<file path="config.mk">
export PLATFORM = sky130hd
export DESIGN_NAME = ita_scan_decoder
export DESIGN_NICKNAME = d
export VERILOG_FILES = /design/src/rtl/ita_seg14_pkg.sv /design/src/rtl/seg14_glyph_decode.sv /design/src/rtl/ita_scan_decoder.sv
export SDC_FILE = /design/constraint.sdc
export NUM_CORES = 1
export LEC_CHECK = 0
export CORE_MARGIN = 2
export CORE_UTILIZATION = 44
export CTS_BUF_LIST = sky130_fd_sc_hd__clkbuf_16
export CTS_CLUSTER_DIAMETER = 60
export DETAILED_ROUTE_END_ITERATION = 10
export HOLD_SLACK_MARGIN = 0.02
export PLACE_DENSITY = 0.69
export SYNTH_ARGS = -nofsm -noshare
export SYNTH_HDL_FRONTEND = slang
export SYNTH_SLANG_ARGS = --single-unit
</file>
<file path="constraint.sdc">
create_clock -name clk -period 11.05 [get_ports clk]
set_clock_uncertainty 0.2 [all_clocks]
set_input_delay 1.6575 -clock clk [delete_from_list [all_inputs] [get_ports clk]]
set_output_delay 1.6575 -clock clk [all_outputs]
set_load 0.01 [all_outputs]
</file>
<file path="src/rtl/ita_seg14_pkg.sv">
// Shared constants for the 14-segment display bus: geometry, glyph patterns
// and the 6-bit character codes they decode to.
package ita_seg14_pkg;

  localparam int NDIG   = 12;
  localparam int SEGW   = 14;
  localparam int CODEW  = 6;
  localparam int IDXW   = 4;
  localparam int NGLYPH = 38;

  typedef logic [SEGW-1:0]  seg_t;
  typedef logic [CODEW-1:0] code_t;

  typedef enum logic {ST_HUNT, ST_CAPTURE} state_e;

  localparam logic [IDXW-1:0] LAST_IDX = IDXW'(NDIG - 1);

  // Bit 13 is segment a, then b c d e f g1 g2, then the six inner strokes.
  localparam seg_t SEG_SPACE  = 14'h0000;
  localparam seg_t SEG_A      = 14'h3BC0;
  localparam seg_t SEG_B      = 14'h3C52;
  localparam seg_t SEG_C      = 14'h2700;
  localparam seg_t SEG_D      = 14'h3C12;
  localparam seg_t SEG_E      = 14'h2780;
  localparam seg_t SEG_F      = 14'h2380;
  localparam seg_t SEG_G      = 14'h2F40;
  localparam seg_t SEG_H      = 14'h1BC0;
  localparam seg_t SEG_I      = 14'h2412;
  localparam seg_t SEG_J      = 14'h1E00;
  localparam seg_t SEG_K      = 14'h038C;
  localparam seg_t SEG_L      = 14'h0700;
  localparam seg_t SEG_M      = 14'h1B28;
  localparam seg_t SEG_N      = 14'h1B24;
  localparam seg_t SEG_O      = 14'h3F00;
  localparam seg_t SEG_P      = 14'h33C0;
  localparam seg_t SEG_Q      = 14'h3F04;
  localparam seg_t SEG_R      = 14'h33C4;
  localparam seg_t SEG_S      = 14'h2DC0;
  localparam seg_t SEG_T      = 14'h2012;
  localparam seg_t SEG_U      = 14'h1F00;
  localparam seg_t SEG_V      = 14'h0309;
  localparam seg_t SEG_W      = 14'h1B05;
  localparam seg_t SEG_X      = 14'h002D;
  localparam seg_t SEG_Y      = 14'h002A;
  localparam seg_t SEG_Z      = 14'h2409;
  localparam seg_t SEG_NTILDE = 14'h3B24;
  localparam seg_t SEG_D0     = 14'h3F09;
  localparam seg_t SEG_D1     = 14'h1808;
  localparam seg_t SEG_D2     = 14'h36C0;
  localparam seg_t SEG_D3     = 14'h3C40;
  localparam seg_t SEG_D4     = 14'h19C0;
  localparam seg_t SEG_D5     = 14'h2DC0;
  localparam seg_t SEG_D6     = 14'h2FC0;
  localparam seg_t SEG_D7     = 14'h3800;
  localparam seg_t SEG_D8     = 14'h3FC0;
  localparam seg_t SEG_D9     = 14'h3DC0;

  localparam code_t CODE_SPACE  = 6'd0;
  localparam code_t CODE_A      = 6'd1;
  localparam code_t CODE_NTILDE = 6'd27;
  localparam code_t CODE_D0     = 6'd28;
  localparam code_t CODE_UNK    = 6'd63;

  // Table position is the character code; digit 5 shares the S pattern and
  // loses to it because the lower code wins.
  localparam seg_t GLYPH_TAB [NGLYPH] = '{
    SEG_SPACE,
    SEG_A, SEG_B, SEG_C, SEG_D, SEG_E, SEG_F, SEG_G, SEG_H, SEG_I,
    SEG_J, SEG_K, SEG_L, SEG_M, SEG_N, SEG_O, SEG_P, SEG_Q, SEG_R,
    SEG_S, SEG_T, SEG_U, SEG_V, SEG_W, SEG_X, SEG_Y, SEG_Z,
    SEG_NTILDE,
    SEG_D0, SEG_D1, SEG_D2, SEG_D3, SEG_D4,
    SEG_D5, SEG_D6, SEG_D7, SEG_D8, SEG_D9
  };

endpackage

</file>
<file path="src/rtl/seg14_glyph_decode.sv">
// Combinational 14-segment pattern to character code lookup; anything that
// is not an exact glyph match decodes as the unknown code.
module seg14_glyph_decode
  import ita_seg14_pkg::*;
(
  input  logic [SEGW-1:0]  segm_i,
  output logic [CODEW-1:0] code_o
);

  // Scan downwards so the lowest matching code is the one that sticks.
  always_comb begin
    code_o = CODE_UNK;
    for (int i = NGLYPH - 1; i >= 0; i--) begin
      if (segm_i == GLYPH_TAB[i]) code_o = CODEW'(i);
    end
  end

endmodule

</file>
<file path="src/rtl/ita_scan_decoder.sv">
// Receive side of the multiplexed 14-segment display bus: rebuilds each
// complete 0..11 digit scan into a double-buffered 12-character frame.
module ita_scan_decoder
  import ita_seg14_pkg::*;
(
  input  logic             clk,
  input  logic             rst,
  input  logic [NDIG-1:0]  sel,
  input  logic [SEGW-1:0]  segm,
  input  logic [3:0]       rd_addr,
  output logic [CODEW-1:0] rd_char,
  output logic             frame_valid,
  output logic             frame_unk,
  output logic [7:0]       frame_cnt,
  output logic             seq_err,
  output logic             onehot_err,
  output logic             locked
);

  localparam logic [NDIG-1:0] SEL_ONE = NDIG'(1);

  logic [NDIG-1:0] sel_q;
  logic [SEGW-1:0] segm_q;

  always_ff @(posedge clk or posedge rst) begin
    if (rst) begin
      sel_q  <= '0;
      segm_q <= '0;
    end else begin
      sel_q  <= sel;
      segm_q <= segm;
    end
  end

  logic [IDXW-1:0] idx;
  logic            selZero;
  logic            selMulti;
  logic            digitOk;
  code_t           glyphCode;

  // idx is only meaningful when exactly one select bit is set.
  always_comb begin
    idx = '0;
    for (int k = 0; k < NDIG; k++) begin
      if (sel_q[k]) idx = IDXW'(k);
    end
    selZero  = (sel_q == '0);
    selMulti = |(sel_q & (sel_q - SEL_ONE));
    digitOk  = !selZero && !selMulti;
  end

  seg14_glyph_decode uDecode (
    .segm_i (segm_q),
    .code_o (glyphCode)
  );

  state_e          state_q, state_d;
  logic [IDXW-1:0] expect_q, expect_d;
  logic            shadowWr, frameDone, seqErr_d, onehotErr_d;

  always_ff @(posedge clk or posedge rst) begin
    if (rst) begin
      state_q  <= ST_HUNT;
      expect_q <= '0;
    end else begin
      state_q  <= state_d;
      expect_q <= expect_d;
    end
  end

  // The last digit rewinds expect to 0 without leaving CAPTURE so the next
  // scan can follow with no gap.
  always_comb begin
    state_d  = state_q;
    expect_d = expect_q;
    case (state_q)
      ST_HUNT: begin
        if (digitOk && idx == '0) begin
          state_d  = ST_CAPTURE;
          expect_d = IDXW'(1);
        end
      end
      ST_CAPTURE: begin
        if (!digitOk || idx != expect_q) begin
          state_d  = ST_HUNT;
          expect_d = '0;
        end else if (idx == LAST_IDX) begin
          expect_d = '0;
        end else begin
          expect_d = expect_q + IDXW'(1);
        end
      end
      default: begin
        state_d  = ST_HUNT;
        expect_d = '0;
      end
    endcase
  end

  always_comb begin
    shadowWr    = 1'b0;
    frameDone   = 1'b0;
    seqErr_d    = 1'b0;
    onehotErr_d = 1'b0;
    locked      = (state_q == ST_CAPTURE);
    case (state_q)
      ST_HUNT: begin
        onehotErr_d = selMulti;
        shadowWr    = digitOk && idx == '0;
      end
      ST_CAPTURE: begin
        onehotErr_d = selMulti;
        seqErr_d    = !selMulti && (selZero || idx != expect_q);
        shadowWr    = digitOk && idx == expect_q;
        frameDone   = digitOk && idx == expect_q && idx == LAST_IDX;
      end
      default: ;
    endcase
  end

  code_t      shadow_q [NDIG];
  code_t      disp_q   [NDIG];
  logic       frameValid_q, frameUnk_q, seqErr_q, onehotErr_q;
  logic [7:0] frameCnt_q;
  logic       frameUnk_d;

  // The final digit bypasses the shadow so it lands in the same commit.
  always_comb begin
    frameUnk_d = (glyphCode == CODE_UNK);
    for (int k = 0; k < NDIG - 1; k++) begin
      if (shadow_q[k] == CODE_UNK) frameUnk_d = 1'b1;
    end
  end

  always_ff @(posedge clk or posedge rst) begin
    if (rst) begin
      for (int k = 0; k < NDIG; k++) begin
        shadow_q[k] <= CODE_SPACE;
        disp_q[k]   <= CODE_SPACE;
      end
      frameValid_q <= 1'b0;
      frameUnk_q   <= 1'b0;
      seqErr_q     <= 1'b0;
      onehotErr_q  <= 1'b0;
      frameCnt_q   <= '0;
    end else begin
      frameValid_q <= frameDone;
      seqErr_q     <= seqErr_d;
      onehotErr_q  <= onehotErr_d;
      if (shadowWr) shadow_q[idx] <= glyphCode;
      if (frameDone) begin
        for (int k = 0; k < NDIG - 1; k++) disp_q[k] <= shadow_q[k];
        disp_q[NDIG-1] <= glyphCode;
        frameUnk_q     <= frameUnk_d;
        frameCnt_q     <= frameCnt_q + 8'd1;
      end
    end
  end

  always_comb begin
    rd_char = CODE_SPACE;
    if (rd_addr < IDXW'(NDIG)) rd_char = disp_q[rd_addr];
  end

  assign frame_valid = frameValid_q;
  assign frame_unk   = frameUnk_q;
  assign frame_cnt   = frameCnt_q;
  assign seq_err     = seqErr_q;
  assign onehot_err  = onehotErr_q;

endmodule

</file>
==> impl_metrics.ini <==
[clock_tree]
htreeDepth = 4
clk_latency_ns = 0.43
ctsRootBufferMaster = clkbuf_16
clkSlewWorstSetupHoldPaths_ns = 0.07
numCtsBuffers = 17
clock_path_buffers = 2
cts_tree = done
holdBufCountCts = 0
clkSinkCount = 181
post_cts_resized = 0
cts_setup_buffers = 0

[critical_path]
crit_path_end_kind = output port
startpoint_type = primary input
worstSetupEndpoint = rd_char[1]
worstReg2RegStart = sel_q[2]$_DFF_PP0_
reg2reg_slack_ns = 7.18
crit_fanout = 18
criticalPathCategory = primary input to output port
worst_ep_arrival_time_ns = 3.80
cp-startpoint = rd_addr[0]
worst-r2r-cell-count = 7
crit_required_ns = 9.19
r2r_end = shadow_q[11]$_DFFE_PP0P_

[layout]
fillers = 1796
final_common_cell = nand2_1
nNetsFinal = 901
drive_gt1_frac = 0.180
register_area_sq_mm = 0.00453
multi_input_comb_area_sq_mm = 0.00422
diodes = 0
finish.instance_area_sq_mm = 0.0103
syn2layout_area_growth_pct = 15.2
fin_cells = 1150
layout_common_cells = nand2_1, dfrtp_1, mux2_2

[global_route]
overflow = 0
antenna_found_initial = 0
grt_first_pass_wirelength_mm = 36.0
grt_usage = 0.215
grt_max_degree = 88
grt_pass1_vias = 6567

[synth]
yosysUniqueCellTypes = 74
synth.area.mux_share = 0.148
syn_area_sq_mm = 0.00890
synth_edf_count = 0
synth_compound_area_frac = 0.0685
synth-simple-area-share = 0.239
yosys_warnings = 0
syn_inst = 835
async_flop_share = 1.00
ys_seq_area_frac = 0.509
ys_ff_latch = 181
synth_ff_type = dfrtp_1
postSynthAreaPerCell_sq_um = 10.7
synth-xor-area-share = 0.00970
synth_top_family_by_area = simple AND/OR/NAND/NOR gates
post_synth_fa_ha_maj_area_fraction = 0.00281
syn-num-nets = 869

[sta]
finalSetupViolCount = 0
relSlewSlack = 0.208
fin_setup_tns_ns = 0
hold_ws_ns = 0.274
rsz0062_at_grt = no
hold_violations = 0
slew_viol_final = 0
fin_crit_sh = 0.512
timing.fmax_mhz = 177
finalCriticalPeriod_ns = 5.65
tightest_slew_ns = 1.18

[floorplanning]
initial_utilization = 0.444
core-area_sq_mm = 0.0200
io_pins = 51
die_y_um = 146
dieArea_sq_mm = 0.0214
die_x_um = 146
rows = 52

[detailed_routing]
vias = 6663
drt_wl_total_mm = 21.9
drtPass1Iterations = 5
wl_per_cell_um = 19.0
drt_iter0_markers = 492
drt-vias-per-instance = 5.79
ant_nets = 0
drc = 0

[place]
io_buffers = 50
finalWeightedCongestion = 0.939
hpwlAfterDp_mm = 15.5
placedCellCount = 1118
post_dp_cell_area_sq_mm = 0.00968

[power_and_ir_drop]
powerDensity_mw_per_mm2 = 130
peakVddDrop_uv = 103
leakagePower_nw = 4.71

[status]
outcome = finished, final reports clean

[min_path]
hold_class = flip-flop to flip-flop

[flow_run]
maxCapViolCount = 0
[critical path, stage by stage]
cell and delay (ns):
clkdlybuf4s50_1 0.46, buf_4 0.31, mux4_2 0.56, mux2i_1 0.16, o21ai_0 0.12, clkdlybuf4s50_1 0.51
[cells by family (layout without fill, tap and decap cells)]
logic type      after synthesis  in the layout
buf+inv                      50             95
simple gates                417            417
mux                          96             96
fa+ha+maj                     2              2
xor+xnor                      9              9
flops                       181            181
compound gates               80             80
[worst min-delay path by stage]
stage	end	cells after the start	startpoint	slack (ns)
finish	disp_q[47]$_DFFE_PP0P_	2	disp_q[47]$_DFFE_PP0P_	0.27
global route	disp_q[44]$_DFFE_PP0P_	2	disp_q[44]$_DFFE_PP0P_	0.29
CTS	disp_q[47]$_DFFE_PP0P_	2	disp_q[47]$_DFFE_PP0P_	0.27
detailed placement	disp_q[47]$_DFFE_PP0P_	2	disp_q[47]$_DFFE_PP0P_	0.26
global placement	disp_q[47]$_DFFE_PP0P_	2	disp_q[47]$_DFFE_PP0P_	0.25
floorplan	disp_q[10]$_DFFE_PP0P_	2	disp_q[10]$_DFFE_PP0P_	0.23
[Yosys cell counts (7+ instances only)]
cell,number,share of area
nand4_1,19,0.013
nand3b_1,7,0.0059
and4_1,9,0.0089
clkbuf_1,39,0.016
o21ai_0,15,0.0084
mux2_4,12,0.020
nor2b_1,9,0.0063
nor3_1,12,0.0067
nor2_1,26,0.011
nand2b_1,10,0.0070
mux4_2,18,0.046
nand2_1,238,0.10
mux2_2,59,0.075
nand3_1,24,0.013
dfrtp_1,181,0.51
nor4_1,14,0.0098
a21oi_1,11,0.0062
o22ai_1,7,0.0049
[power by group]
part	leakage (nW)	internal, W	switching [W]
Clock	0.290	0.000336	0.000263
Combinational	1.96	0.0000229	0.0000328
Sequential	2.46	0.000668	0.0000124
[per-stage QoR]
| stage | worst slack [ns] | utilization | power [W] |
|---|---|---|---|
| after floorplan | 4.28 | - | 0.000726 |
| after global placement | 5.42 | 0.483 | 0.000748 |
| after detailed placement | 5.39 | 0.483 | 0.000749 |
| after CTS | 5.38 | 0.512 | 0.00134 |
| after global routing | 5.32 | 0.512 | 0.00138 |
| final | 5.40 | 0.512 | 0.00133 |
[metal layers]
layer,vias to the layer above,GRT usage,part of all wire
li1,3060,-,-
met1,3286,0.304,0.44
met2,281,0.336,0.47
met3,36,0.0372,0.067
met4,0,0.0767,0.024
met5,-,0,0
[registers in the layout, indices dropped and copies added, names as in the netlist]
register / count
frame_cnt: 8
expect_q: 4
seq_err: 1
sel_q: 12
frame_valid: 1
shadow_q: 66
locked: 1
disp_q: 72
segm_q: 14
frame_unk: 1
onehot_err: 1
[layout make-up]
class	instances	share of cell area
sequential	181	0.442
multi-input combinational	604	0.411
timing repair buffer	59	0.0554
clock buffer	17	0.0415
tap	270	0.0329
clock inverter	15	0.0152
inverter	4	0.00195
Note: power is estimated with default switching activity, not from simulation.
